==> config.mk <==
export PLATFORM = sky130hd
export DESIGN_NAME = lane_dly_step_ctrl
export DESIGN_NICKNAME = d
export VERILOG_FILES = /design/src/rtl/lane_dly_step_ctrl.sv
export SDC_FILE = /design/constraint.sdc
export NUM_CORES = 1
export LEC_CHECK = 0
export ABC_AREA = 1
export BUFFER_PORTS_ARGS = -buffer_cell sky130_fd_sc_hd__buf_4
export CAP_MARGIN = 25
export CORE_MARGIN = 1
export CORE_UTILIZATION = 30
export DETAILED_ROUTE_END_ITERATION = 10
export RECOVER_POWER = 50
export SETUP_SLACK_MARGIN = 0.02
export SYNTH_ARGS = -nofsm -noshare
export SYNTH_HDL_FRONTEND = slang
export SYNTH_SLANG_ARGS = --single-unit
==> constraint.sdc <==
create_clock -name FAB_CLK -period 2.48 [get_ports FAB_CLK]
set_clock_uncertainty 0.2 [all_clocks]
set_input_delay 0.124 -clock FAB_CLK [delete_from_list [all_inputs] [get_ports FAB_CLK]]
set_output_delay 0.124 -clock FAB_CLK [all_outputs]
set_load 0.005 [all_outputs]
==> src/rtl/lane_dly_step_ctrl.sv <==
// Per-lane DQS delay-line step sequencer: turns training commands into spaced
// MOVE/LOAD strobes for LANECTRL, with clock pause around loads and tap tracking.
module lane_dly_step_ctrl #(
    parameter int unsigned TAP_W          = 8,
    parameter int unsigned MOVE_GAP       = 4,
    parameter int unsigned PAUSE_LEAD     = 3,
    parameter int unsigned PAUSE_TRAIL    = 3,
    parameter int unsigned RX_TAP_DEFAULT = 1,
    parameter int unsigned TX_TAP_DEFAULT = 1
) (
    input  logic             FAB_CLK,
    input  logic             RESET_N,
    input  logic             CMD_VALID,
    output logic             CMD_READY,
    input  logic [1:0]       CMD_OP,
    input  logic             CMD_LINE,
    input  logic             CMD_DIR,
    input  logic [TAP_W-1:0] CMD_COUNT,
    input  logic             RX_DELAY_LINE_OUT_OF_RANGE,
    input  logic             TX_DELAY_LINE_OUT_OF_RANGE,
    output logic             DELAY_LINE_SEL,
    output logic             DELAY_LINE_DIRECTION,
    output logic             DELAY_LINE_MOVE,
    output logic             DELAY_LINE_LOAD,
    output logic             HS_IO_CLK_PAUSE,
    output logic             BUSY,
    output logic             DONE,
    output logic [1:0]       DONE_STATUS,
    output logic [TAP_W-1:0] RX_TAP_POS,
    output logic [TAP_W-1:0] TX_TAP_POS
);

    localparam int unsigned TMR_W = 16;
    localparam logic [TMR_W-1:0] GAP_LAST   = TMR_W'(MOVE_GAP - 2);
    localparam logic [TMR_W-1:0] LEAD_LAST  = TMR_W'(PAUSE_LEAD - 1);
    localparam logic [TMR_W-1:0] TRAIL_LAST = TMR_W'(PAUSE_TRAIL - 1);
    localparam logic [TAP_W-1:0] RX_DEF     = TAP_W'(RX_TAP_DEFAULT);
    localparam logic [TAP_W-1:0] TX_DEF     = TAP_W'(TX_TAP_DEFAULT);

    localparam logic [1:0] ST_OK      = 2'b00;
    localparam logic [1:0] ST_ZERO    = 2'b01;
    localparam logic [1:0] ST_RANGE   = 2'b10;
    localparam logic [1:0] ST_ILLEGAL = 2'b11;

    typedef enum logic [2:0] {
        S_IDLE,
        S_SETUP,
        S_MOVE,
        S_GAP,
        S_PAUSE_PRE,
        S_LOAD,
        S_PAUSE_POST,
        S_DONE
    } state_t;

    state_t             state_q, state_d;
    logic               sel_q, sel_d;
    logic               dir_q, dir_d;
    logic [TAP_W-1:0]   cnt_q, cnt_d;
    logic [TMR_W-1:0]   tmr_q, tmr_d;
    logic [1:0]         status_q, status_d;
    logic [TAP_W-1:0]   rx_pos_q, rx_pos_d;
    logic [TAP_W-1:0]   tx_pos_q, tx_pos_d;
    logic [1:0]         rx_oor_q, tx_oor_q;

    logic               sel_oor;
    logic [TAP_W-1:0]   sel_pos;
    logic               sel_sat;
    logic               step_blocked;

    always_ff @(posedge FAB_CLK or negedge RESET_N) begin
        if (!RESET_N) begin
            rx_oor_q <= '0;
            tx_oor_q <= '0;
        end else begin
            rx_oor_q <= {rx_oor_q[0], RX_DELAY_LINE_OUT_OF_RANGE};
            tx_oor_q <= {tx_oor_q[0], TX_DELAY_LINE_OUT_OF_RANGE};
        end
    end

    always_ff @(posedge FAB_CLK or negedge RESET_N) begin
        if (!RESET_N) begin
            state_q  <= S_IDLE;
            sel_q    <= 1'b0;
            dir_q    <= 1'b1;
            cnt_q    <= '0;
            tmr_q    <= '0;
            status_q <= ST_OK;
            rx_pos_q <= RX_DEF;
            tx_pos_q <= TX_DEF;
        end else begin
            state_q  <= state_d;
            sel_q    <= sel_d;
            dir_q    <= dir_d;
            cnt_q    <= cnt_d;
            tmr_q    <= tmr_d;
            status_q <= status_d;
            rx_pos_q <= rx_pos_d;
            tx_pos_q <= tx_pos_d;
        end
    end

    // Pre-pulse gate: a step is refused if the line reports out-of-range or
    // the tracked position is already at the end it would move past.
    always_comb begin
        sel_oor      = sel_q ? tx_oor_q[1] : rx_oor_q[1];
        sel_pos      = sel_q ? tx_pos_q : rx_pos_q;
        sel_sat      = dir_q ? (sel_pos == '1) : (sel_pos == '0);
        step_blocked = sel_oor | sel_sat;
    end

    always_comb begin
        state_d  = state_q;
        sel_d    = sel_q;
        dir_d    = dir_q;
        cnt_d    = cnt_q;
        tmr_d    = tmr_q;
        status_d = status_q;
        rx_pos_d = rx_pos_q;
        tx_pos_d = tx_pos_q;

        case (state_q)
            S_IDLE: begin
                if (CMD_VALID) begin
                    if (CMD_OP[1]) begin
                        status_d = ST_ILLEGAL;
                        state_d  = S_DONE;
                    end else if (CMD_OP[0]) begin
                        sel_d   = CMD_LINE;
                        tmr_d   = '0;
                        state_d = S_PAUSE_PRE;
                    end else if (CMD_COUNT == '0) begin
                        status_d = ST_ZERO;
                        state_d  = S_DONE;
                    end else begin
                        sel_d   = CMD_LINE;
                        dir_d   = CMD_DIR;
                        cnt_d   = CMD_COUNT;
                        state_d = S_SETUP;
                    end
                end
            end
            S_SETUP: begin
                if (step_blocked) begin
                    status_d = ST_RANGE;
                    state_d  = S_DONE;
                end else begin
                    state_d = S_MOVE;
                end
            end
            S_MOVE: begin
                cnt_d = cnt_q - TAP_W'(1);
                tmr_d = '0;
                if (sel_q) begin
                    tx_pos_d = dir_q ? tx_pos_q + TAP_W'(1) : tx_pos_q - TAP_W'(1);
                end else begin
                    rx_pos_d = dir_q ? rx_pos_q + TAP_W'(1) : rx_pos_q - TAP_W'(1);
                end
                state_d = S_GAP;
            end
            S_GAP: begin
                if (tmr_q == GAP_LAST) begin
                    if (cnt_q == '0) begin
                        status_d = ST_OK;
                        state_d  = S_DONE;
                    end else if (step_blocked) begin
                        status_d = ST_RANGE;
                        state_d  = S_DONE;
                    end else begin
                        state_d = S_MOVE;
                    end
                end else begin
                    tmr_d = tmr_q + TMR_W'(1);
                end
            end
            S_PAUSE_PRE: begin
                if (tmr_q == LEAD_LAST) begin
                    state_d = S_LOAD;
                end else begin
                    tmr_d = tmr_q + TMR_W'(1);
                end
            end
            S_LOAD: begin
                tmr_d = '0;
                if (sel_q) begin
                    tx_pos_d = TX_DEF;
                end else begin
                    rx_pos_d = RX_DEF;
                end
                state_d = S_PAUSE_POST;
            end
            S_PAUSE_POST: begin
                if (tmr_q == TRAIL_LAST) begin
                    status_d = ST_OK;
                    state_d  = S_DONE;
                end else begin
                    tmr_d = tmr_q + TMR_W'(1);
                end
            end
            S_DONE: begin
                state_d = S_IDLE;
            end
            default: begin
                state_d = S_IDLE;
            end
        endcase
    end

    assign CMD_READY            = (state_q == S_IDLE);
    assign BUSY                 = (state_q != S_IDLE);
    assign DONE                 = (state_q == S_DONE);
    assign DONE_STATUS          = DONE ? status_q : 2'b00;
    assign DELAY_LINE_SEL       = sel_q;
    assign DELAY_LINE_DIRECTION = dir_q;
    assign DELAY_LINE_MOVE      = (state_q == S_MOVE);
    assign DELAY_LINE_LOAD      = (state_q == S_LOAD);
    assign HS_IO_CLK_PAUSE      = (state_q == S_PAUSE_PRE) || (state_q == S_LOAD) ||
                                  (state_q == S_PAUSE_POST);
    assign RX_TAP_POS           = rx_pos_q;
    assign TX_TAP_POS           = tx_pos_q;

endmodule

== After elaboration in Yosys (flattened, before gate mapping) ==
Cells that the tools add are included.
Storage, ports and cells
  output and inout bits: 26
  bits in registers: 51
  bits of input ports: 17
  logic and storage cells: 109
Operators by class
  reductions and logical operators: 21
  muxes and demuxes: 43
  bitwise logic cells: 4
  $add $sub $neg: 6
  equality and inequality tests: 25
Operators with widths (number)
  $mux 8: 11
  $mux 16: 4
  $pmux 16 s3: 1
  $pmux 8 s2: 3
  $mux 3: 9
  $logic_not 8->1: 3
  $pmux 3 s8: 1
  $sub 8x1->8 const B: 3
  $ne 2x2->1 const B: 11
  $mux 2: 9
  $add 16x1->16 const B: 1
  $add 8x1->8 const B: 2
  $eq 16x2->1 const B: 1
  $reduce_and 5->1: 3
  $eq 3x3->1 const B: 4
  $eq 8x8->1 const B: 1
  $pmux 2 s4: 1
  $reduce_and 4->1: 2
  $eq 3x2->1 const B: 2
  $ne 2x1->1 const B: 3
  $reduce_and 3->1: 2
  $reduce_and 6->1: 1
  $reduce_bool 3->1: 2
  $mux 1: 4
  11 further kinds: 15

== Logic depth before layout (Yosys ltp) ==
Gate-level depths: netlist of the first run.
  word-level depth: 8
  depth in mapped cells: 13
  gate-level depth less buffers: 12

== Worst setup path after synthesis of the first run ==
OpenSTA, ideal clock, no wires.
  path kind: reg-to-reg
  from: reg dir_q, in the netlist DELAY_LINE_DIRECTION
  to: reg rx_pos_q[7], in the netlist RX_TAP_POS[7]
  arrival: 1944 ps
  setup slack: 215 ps
  clock period less this slack: 2265 ps
  stages on the path, launching flop included: 10
  library setup time: 120 ps
  path buffers: 0
  required time: 2160 ps
  cells stage by stage: dfstp_2 > inv_1 > ha_1 > a21oi_1 > nand2_1 > nand4_1 > o211ai_1 > or2_2 > nand3_1 > nand2_1
On the way
  word-level cells in the longest chain between the ends: 3
RTL lines
  from (decl): RTL line 58  | logic dir_q, dir_d;
  from (signal assigned): RTL line 94  | dir_q <= dir_d;
  $mux 8: RTL line 157  | rx_pos_d = dir_q ? rx_pos_q + TAP_W'(1) : rx_pos_q - TAP_W'(1);
  $mux 8: RTL line 154  | if (sel_q) begin
  $pmux 8 s2: RTL line 122  | case (state_q)
  to (signal assigned): RTL line 98  | rx_pos_q <= rx_pos_d;
  to (decl): RTL line 62  | logic [TAP_W-1:0] rx_pos_q, rx_pos_d;
No other way between the ends. The select of a mux whose other input is x is not followed.
A chain may end at the register's enable or synchronous reset.

== Final worst setup path of the first run ==
Same ends and word-level chain as after synthesis.

==> results of run 1 <==
==> final cells by class <==
class                      instances  area [µm²]  share of cell area
clock buffer                       6         129              0.0291
tap                              147         184              0.0415
sequential                        51        1280               0.289
timing repair buffer              61         483               0.109
clock inverter                     2        12.5             0.00282
inverter                          70         272              0.0612
multi-input combinational        379        2070               0.468
==> layer usage <==
| metal | track usage | part of all wire |
|---|---|---|
| met5 | 0 | 0 |
| met4 | 0.0391 | 0.0096 |
| met3 | 0.0211 | 0.040 |
| met2 | 0.250 | 0.46 |
| met1 | 0.215 | 0.49 |
==> sequential cells by signal (all words and copies together), names as in the netlist <==
register and count:
status_q 2, tmr_q 16, tx_oor_q 2, DELAY_LINE_SEL 1, TX_TAP_POS 8, cnt_q 8, DELAY_LINE_DIRECTION 1, rx_oor_q 2
state_q 3, RX_TAP_POS 8
==> critical path, stage by stage (launching register included) <==
cell        delay (ps)
dfstp_2            560
clkinvlp_4         190
buf_4              230
ha_1               290
nand3_1             80
nand2_1             80
nand4_1             90
o211ai_1           110
or2_2              280
nand3_1             70
nand2_1             50
==> metrics by stage <==
step,setup slack [ps],instance area (µm²),hold WS (ps)
final,154,4430,15.5
after detailed placement,127,4150,24.8
after global placement,167,4150,23.0
after floorplan,215,3670,-372
after CTS,120,4400,4.71
after global routing,-30.8,4430,26.3
==> report_power, final <==
group | switching (µW) | total, µW | internal (µW)
clock network | 316 | 690 | 374
logic | 1690 | 2720 | 1030
registers | 252 | 1340 | 1090
==> synthesized netlist by cell type (all sizes together) <==
| cell | count |
|---|---|
| nand2 | 136 |
| inv | 69 |
| nor2 | 57 |
| dfrtp | 48 |
| o21ai | 40 |
| nand3 | 36 |
| a21oi | 23 |
| ha | 16 |
| xor2 | 16 |
| o22ai | 13 |
| nor3 | 12 |
| nand4 | 11 |
| buf | 8 |
| o211ai | 4 |
| or2 | 4 |
| dfstp | 3 |
| fa | 2 |
| xnor2 | 2 |
| and2 | 1 |
| clkinv | 1 |
| mux2i | 1 |
| nand3b | 1 |
| nor3b | 1 |
| nor4 | 1 |
| o21a | 1 |
| o31ai | 1 |
==> cells in the final DEF (no fill, tap or decap), drive strengths merged, types with 2 or more instances in the layout <==
master	netlist	layout
a21oi	23	23
buf	8	37
clkbuf	0	19
clkinv	1	2
clkinvlp	0	2
dfrtp	48	48
dfstp	3	3
dlygate4sd3	0	11
fa	2	2
ha	16	16
inv	69	68
nand2	136	136
nand3	36	36
nand4	11	11
nor2	57	57
nor3	12	12
o211ai	4	4
o21ai	40	40
o22ai	13	13
or2	4	4
xnor2	2	2
xor2	16	16
==> how the worst min path moves through the flow <==
| stage | start | cells after the start | slack [ps] | to |
|---|---|---|---|---|
| 2_1_floorplan | RESET_N | 0 | -370 | DELAY_LINE_SEL |
| 3_3_place_gp | RESET_N | 1 | 20 | tx_oor_q[0] |
| 3_5_place_dp | RESET_N | 1 | 20 | tx_oor_q[0] |
| 4_1_cts | CMD_VALID | 3 | 5 | DELAY_LINE_DIRECTION |
| 5_1_grt | CMD_VALID | 3 | 30 | DELAY_LINE_DIRECTION |
| 6_report | CMD_COUNT[4] | 5 | 20 | cnt_q[4] |
==> kinds of logic (layout without fill, tap and decap cells) <==
logic type | Yosys count | after routing | synth area share
flip-flops | 51 | 51 | 0.349
adder cells (fa/ha/maj) | 18 | 18 | 0.0654
AND/OR/NAND/NOR | 260 | 260 | 0.312
buffers and inverters | 78 | 139 | 0.0896
AO/OA/AOI/OAI | 82 | 82 | 0.138
multiplexers | 1 | 1 | 0.00273
XOR/XNOR | 18 | 18 | 0.0429
==> what timing repair did <==
action	4_1_cts	5_1_grt
buffers inserted	0	3
hold buffers	11	0
setup endpoints to repair	0	6
gates resized for setup	0	4
hold endpoints to repair	58	0
==> metrics.cfg, run 1 <==
[flow_run]
drv_cap = 0

[pwr]
leakagePower_uw = 0.00215
total_power_uw = 4750
ir_drop_mv = 0.448
power_density_mw_per_mm2 = 1070

[floorplanning]
die_area_mm2 = 0.0127
core-area_mm2 = 0.0120
chipWidth_um = 113
ios = 43
placement_rows = 40
die-height_um = 113
initial_core_util = 0.307

[clocking]
numClockSinks = 51
cts_tree = done
cts_max_level = 2
path_clk_slew_ps = 80
cts_made_buffers = 5
cts_buffer_depth = 2
root_buffer = clkbuf_16
clkLatencyLatePin_ps = 290

[sta]
rsz0062_at_grt = yes
hold_viol = 0
period_needed_ps = 2330
clock.fmax_mhz = 430
final_max_slew_viol_count = 0
slew_headroom = 0.0940
finalSetupViolations = 0
finalCritPeriodShare = 0.938
tightest_slew_ps = 1360
tns_ps = 0

[finish]
area_delta_synth_final_pct = 20.8
nets = 603
diodes = 0
drive_gt1_frac = 0.169
final_core_util = 0.371
finalNonFillerCells = 716
fillerInstances = 1261

[setup_path]
crit_path_end_kind = flip-flop
r2r_slack_ps = 150
worstPathRequired_ps = 2470
cp-start-kind = flip-flop
cp.arrival_ps = 2320
regToRegEndpoint = RX_TAP_POS[7]
rr_worst_depth = 10
crit_start = DELAY_LINE_DIRECTION
path_max_fanout = 7
rr_startpoint = DELAY_LINE_DIRECTION
critical_path_class = flip-flop to flip-flop
endpoint = RX_TAP_POS[7]

[detailed_routing]
antenna_left = 0
via_count = 3507
first_pass_iters = 5
wl_per_cell_um = 13.2
routed_via_density = 4.90
wirelength_mm = 9.44
drt_iter0_drc = 180
drc_errors = 0

[yosys]
ys_seq_elements = 51
synth_top_area_frac = 0.327
yosysUniqueCellTypes = 41
synthDominantAreaCellType = dfrtp_1
ys_seq_area_frac = 0.349
syn_area_mm2 = 0.00367
synth_nets = 543
avgSynthCellArea_um2 = 7.23
yosysWarnings = 0
netlist_instances = 508
ys_top_cells_by_area = dfrtp_1 33%, nand2_1 14%, inv_1 6.3%

[placed_design]
place_hpwl_mm = 6.87
routabilityCongestion = 0.872
post-place-cells = 694
port_buffers = 42

[global_routing]
grt_max_degree = 52
grt-ovfl-total = 0
grtUsageTotal = 0.154
grt_first_pass_wirelength_mm = 15.8
grt_pass1_vias = 3343
antenna_found_initial = 0

[status]
status = finished, final reports clean

[min_path]
min_path_type = primary input to flip-flop

Power figures use the tool's default switching activity.
==> run 2: changes to the inputs <==
CTS_BUF_LIST = sky130_fd_sc_hd__clkbuf_8   (was unset)
==> metrics.cfg, run 2 (synthesis gave the netlist of run 1 again) <==
[status]
status = finished, final reports clean

[pwr]
p_sw_uw = 2260  ; -0.18%
ir_drop_mv = 0.446  ; -0.44%
leakagePower_uw = 0.00214  ; -0.24%
combPwrFrac = 0.601  ; +0.028
clkPwrFrac = 0.107  ; -0.038
power_density_mw_per_mm2 = 1040  ; -3.1%
p_seq_frac = 0.292  ; +0.010
p_int_uw = 2340  ; -5.9%
switching_share = 0.491  ; +0.0148

[global_routing]
grt_first_pass_wirelength_mm = 15.9  ; +0.22%
grt_max_degree = 52  ; unchanged
antenna_found_initial = 0  ; unchanged
grtUsageTotal = 0.153  ; -0.000232
grt_pass1_vias = 3358  ; +0.45%
grt-ovfl-total = 0  ; unchanged

[setup_path]
slowest_delay_ps = 570  ; about the same
crit_path_end_kind = flip-flop
path_max_fanout = 7  ; unchanged
cp_slowest_cell = dfstp_2
worstPathRequired_ps = 2500  ; +30 ps
critPathMostFrequentCell = nand2_1
cp.arrival_ps = 2360  ; +40 ps
cp_cell_sequence = clkinvlp_4 -> buf_4 -> ha_4 -> a21oi_1 -> nand2_1 -> nand4_1 -> o211ai_1 -> or2_2 -> nand3_1 -> nand2_1
rr_worst_depth = 10  ; unchanged
cp-start-kind = flip-flop
critical_path_class = flip-flop to flip-flop

[placed_design]
routabilityCongestion = 0.872  ; unchanged
post-place-cells = 694  ; unchanged
place_hpwl_mm = 6.87  ; unchanged
port_buffers = 42  ; unchanged

[detailed_routing]
via_count = 3539  ; +0.91%
antenna_left = 0  ; unchanged
routed_via_density = 4.92  ; +0.35%
wirelength_mm = 9.54  ; +1.1%
wl_per_cell_um = 13.2  ; +0.51%
first_pass_iters = 5  ; unchanged
drt_iter0_drc = 183  ; +1.7%
drc_errors = 0  ; unchanged

[clocking]
cts_buffer_depth = 2  ; unchanged
root_buffer = clkbuf_8
cts_max_level = 2  ; unchanged
cts_made_buffers = 5  ; unchanged
path_clk_slew_ps = 110  ; +30 ps
clkLatencyLatePin_ps = 320  ; +30 ps
cts_tree = done
numClockSinks = 51  ; unchanged

[sta]
period_needed_ps = 2340  ; +13.7 ps
tns_ps = 0  ; unchanged
hold_viol = 0  ; unchanged
finalCritPeriodShare = 0.943  ; +0.00554
tightest_slew_ps = 1370  ; +6.53 ps
finalSetupViolations = 0  ; unchanged
clock.fmax_mhz = 427  ; -0.59%
final_max_slew_viol_count = 0  ; unchanged
slew_headroom = 0.0897  ; -0.00435
rsz0062_at_grt = yes

[finish]
finalNonFillerCells = 720  ; +0.56%
diodes = 0  ; unchanged
area_delta_synth_final_pct = 20.7  ; about the same
drive_gt1_frac = 0.171  ; +0.00231
final_common_cell = nand2_1
layout_common_cells = 135 x nand2_1, 62 x inv_1, 52 x nor2_1, 48 x dfrtp_1, 38 x buf_4
nets = 607  ; +0.66%
largest_reg_flops = 16  ; unchanged
fillerInstances = 1267  ; +0.48%
largest-register = tmr_q
final_core_util = 0.371  ; about the same

[floorplanning]
die_area_mm2 = 0.0127  ; unchanged
initial_core_util = 0.307  ; unchanged
placement_rows = 40  ; unchanged
ios = 43  ; unchanged
chipWidth_um = 113  ; unchanged
die-height_um = 113  ; unchanged
core-area_mm2 = 0.0120  ; unchanged

[min_path]
min_path_type = primary input to flip-flop
whs_path_depth = 3  ; -2

[flow_run]
drv_cap = 0  ; unchanged

[run 2: timing repair]
action                                  in CTS  in global routing
hold buffers                                14                  0
endpoints found under the setup margin       0                  6
setup buffers                                0                  4
endpoints found under the hold margin       60                  0
resized for setup                            0                  6
[run 2: path summary, 6_finish.rpt]
path,start,end,slack [ps]
max,DELAY_LINE_DIRECTION,RX_TAP_POS[7],140
min,CMD_VALID,DELAY_LINE_SEL,9
max reg2reg,DELAY_LINE_DIRECTION,RX_TAP_POS[7],140
min reg2reg,rx_oor_q[0],rx_oor_q[1],180
max in group asynchronous,RESET_N,TX_TAP_POS[3],790
min in group asynchronous,RESET_N,tx_oor_q[0],430
[run 2: final cells by class]
class	instances	area, µm²	area share
repair buffers	65	524	0.118
flip-flops and latches	51	1280	0.289
clock buffers	5	68.8	0.0155
multi-input cells	379	2090	0.471
clock inverters	3	16.3	0.00367
well taps	147	184	0.0415
inverters	70	272	0.0613
[run 2: power by group through the flow]
| stage | Combinational, µW | Clock, µW | Sequential [µW] |
|---|---|---|---|
| after CTS | 2690 | 519 | 1340 |
| after global routing | 3130 | 549 | 1370 |
| after global placement | 2610 | 0 | 1350 |
| after floorplan | 1970 | 0 | 1290 |
| after detailed placement | 2650 | 0 | 1350 |
| final | 2760 | 492 | 1340 |
[run 2: routing by layer]
layer  track usage  wire length, µm  up-vias
met5             0                0        -
met4        0.0418               95        0
met3        0.0162              407        8
met2         0.250             4400       94
met1         0.216             4630     1656
li1              -                -     1781
[run 2: worst max-delay path: cells and delay by family, from the launching register on]
family                     cells  cell delay [ps]
AOI/OAI and AO/OA              2              260
adders and majority gates      1              250
buffers and inverters          2              380
DFF                            1              570
and+or+nand+nor                5              580
[run 2: through the flow]
step                      worst slack (ps)  power (µW)  cell area [µm²]  hold slack, ps
final                                  140        4600             4430            8.81
after detailed placement               127        4000             4150            24.8
after global placement                 167        3950             4150            23.0
after CTS                              115        4550             4370            2.05
after floorplan                        215        3270             3670            -372
after global routing                 -19.0        5050             4430            45.8
==> run 3: changes to the inputs <==
PLACE_DENSITY = 0.52   (was unset)
==> metrics.cfg, run 3 (synthesis gave the netlist of run 1 again) <==
[status]
status = finished, final reports clean

[clocking]
path_clk_slew_ps = 100  ; about the same
clkLatencyLatePin_ps = 320  ; about the same
cts_tree = done
numClockSinks = 51  ; unchanged
root_buffer = clkbuf_8
cts_buffer_depth = 2  ; unchanged
cts_made_buffers = 5  ; unchanged
cts_max_level = 2  ; unchanged

[placed_design]
place_hpwl_mm = 7.06  ; +2.8%
post-place-cells = 694  ; unchanged
port_buffers = 42  ; unchanged
routabilityCongestion = 0.852  ; -2.3%

[finish]
drive_gt1_frac = 0.173  ; +0.00175
area_delta_synth_final_pct = 20.9
layout_common_cells = 135 x nand2_1, 60 x inv_1, 52 x nor2_1, 47 x dfrtp_1, 37 x buf_4
finalNonFillerCells = 720  ; unchanged
final_core_util = 0.371  ; +0.000523
final_common_cell = nand2_1
ff_latch_area_mm2 = 0.00128  ; about the same
multi_input_comb_area_mm2 = 0.00207  ; -1.0%
largest_reg_flops = 16  ; unchanged
diodes = 0  ; unchanged
nets = 607  ; unchanged
fillerInstances = 1278  ; +0.87%
largest-register = tmr_q

[pwr]
clkPwrFrac = 0.132  ; +0.025
ir_drop_mv = 0.423  ; -5.2%
p_seq_frac = 0.285  ; -0.007
p_sw_uw = 2260  ; about the same
switching_share = 0.482  ; -0.00838
total_power_uw = 4680  ; +1.8%
p_int_uw = 2420  ; +3.5%
leakagePower_uw = 0.00215  ; +0.23%
combPwrFrac = 0.583  ; -0.018
power_density_mw_per_mm2 = 1050  ; +1.6%

[setup_path]
cp.arrival_ps = 2310  ; -50 ps
worstPathRequired_ps = 2500  ; about the same
cp_cell_sequence = clkinvlp_4 -> buf_4 -> ha_1 -> nand2_1 -> inv_1 -> nand4_1 -> o211ai_1 -> or2_2 -> nand3_1 -> nand2_1
crit_path_end_kind = flip-flop
cp-start-kind = flip-flop
worst-path-buf-inv = 3  ; +1
critPathMostFrequentCell = nand2_1
path_max_fanout = 5  ; -2
cp_slowest_cell = dfstp_2
critical_path_class = flip-flop to flip-flop
slowest_delay_ps = 580  ; about the same
cp_top_family = flip-flops

[floorplanning]
initial_core_util = 0.307  ; unchanged
core-area_mm2 = 0.0120  ; unchanged
die_area_mm2 = 0.0127  ; unchanged
placement_rows = 40  ; unchanged
chipWidth_um = 113  ; unchanged
die-height_um = 113  ; unchanged
ios = 43  ; unchanged

[global_routing]
use_met2 = 0.260  ; +0.00988
top_usage_layer = met2
grt_max_degree = 52  ; unchanged
grtUsageTotal = 0.159  ; +0.00512
grt-ovfl-total = 0  ; unchanged
use_met3 = 0.0243  ; +0.00810
grt_first_pass_wirelength_mm = 16.1  ; +1.6%
grt_pass1_vias = 3390  ; +0.95%
met1_usage = 0.218  ; +0.00244
antenna_found_initial = 0  ; unchanged

[sta]
slew_headroom = 0.110  ; +0.0206
rsz0062_at_grt = yes
tightest_slew_ps = 1330  ; -31.0 ps
finalSetupViolations = 0  ; unchanged
period_needed_ps = 2290  ; -51.0 ps
hold_viol = 0  ; unchanged
clock.fmax_mhz = 437  ; +2.2%
finalCritPeriodShare = 0.923  ; -0.0206
tns_ps = 0  ; unchanged
final_max_slew_viol_count = 0  ; unchanged

[detailed_routing]
drt_iter0_drc = 189  ; +3.3%
via_count = 3510  ; -0.82%
antenna_left = 0  ; unchanged
wl_per_cell_um = 13.2  ; -0.49%
wirelength_mm = 9.49  ; -0.49%
routed_via_density = 4.88  ; -0.82%
drc_errors = 0  ; unchanged
first_pass_iters = 4  ; -1

[min_path]
min_path_type = primary input to flip-flop

[flow_run]
drv_cap = 0  ; unchanged

[run 3: changes by cell type in the layout (fill, tap and decap cells not counted), sizes merged]
cell / previous run / this run
clkinv: 2 / 3
inv: 69 / 68
bufinv: 0 / 1
buf: 39 / 37
dlygate4sd3: 14 / 15
[run 3: layout make-up]
cell class / count / share of cell area
clock buffer: 5 / 0.0155
clock inverter: 3 / 0.00987
inverter: 70 / 0.0617
multi-input combinational: 379 / 0.465
sequential: 51 / 0.289
tap: 147 / 0.0414
timing repair buffer: 64 / 0.116
timing repair inverter: 1 / 0.00113
[run 3: per-stage QoR]
step	hold WS, ps	area [µm²]	worst slack [ps]
6_report	43.2	4440	191
5_1_grt	89.4	4440	16.4
2_1_floorplan	-372	3670	215
4_1_cts	32.9	4410	158
3_3_place_gp	16.6	4150	210
3_5_place_dp	20.9	4150	172
[run 3: worst paths after layout]
check                           endpoint  cells after the start  slack [ps]                 start
hold reg to reg              tx_oor_q[1]                      0         180           tx_oor_q[0]
hold / removal                  cnt_q[2]                      5          40          CMD_COUNT[2]
max in group asynchronous     state_q[2]                      2         760               RESET_N
setup reg to reg           RX_TAP_POS[7]                     10         190  DELAY_LINE_DIRECTION
setup / recovery           RX_TAP_POS[7]                     10         190  DELAY_LINE_DIRECTION
min in group asynchronous  RX_TAP_POS[6]                      2         430               RESET_N
[run 3: worst register-to-register path, delay by kind of cell, from the launching register on]
| family | cells | cell delay (ps) |
|---|---|---|
| flops | 1 | 580 |
| simple gates | 5 | 560 |
| buf+inv | 3 | 400 |
| fa+ha+maj | 1 | 350 |
| compound gates | 1 | 100 |
[run 3: routing by layer]
layer | wire, µm | share of wire
met5 | 0 | 0
met4 | 98 | 0.010
met3 | 383 | 0.040
met2 | 4410 | 0.46
met1 | 4600 | 0.48
[run 3: power by group through the flow]
stage | clock network (µW) | logic [µW] | registers (µW)
5_1_grt | 669 | 3090 | 1370
2_1_floorplan | 0 | 1970 | 1290
4_1_cts | 651 | 2710 | 1330
3_3_place_gp | 0 | 2630 | 1350
6_report | 615 | 2730 | 1330
3_5_place_dp | 0 | 2660 | 1350
[run 3: repair_timing]
action                     in CTS  in global routing
setup buffers                   0                  2
gates resized for setup         0                  5
setup endpoints to repair       0                  4
hold buffers                   15                  0
hold endpoints to repair       60                  0
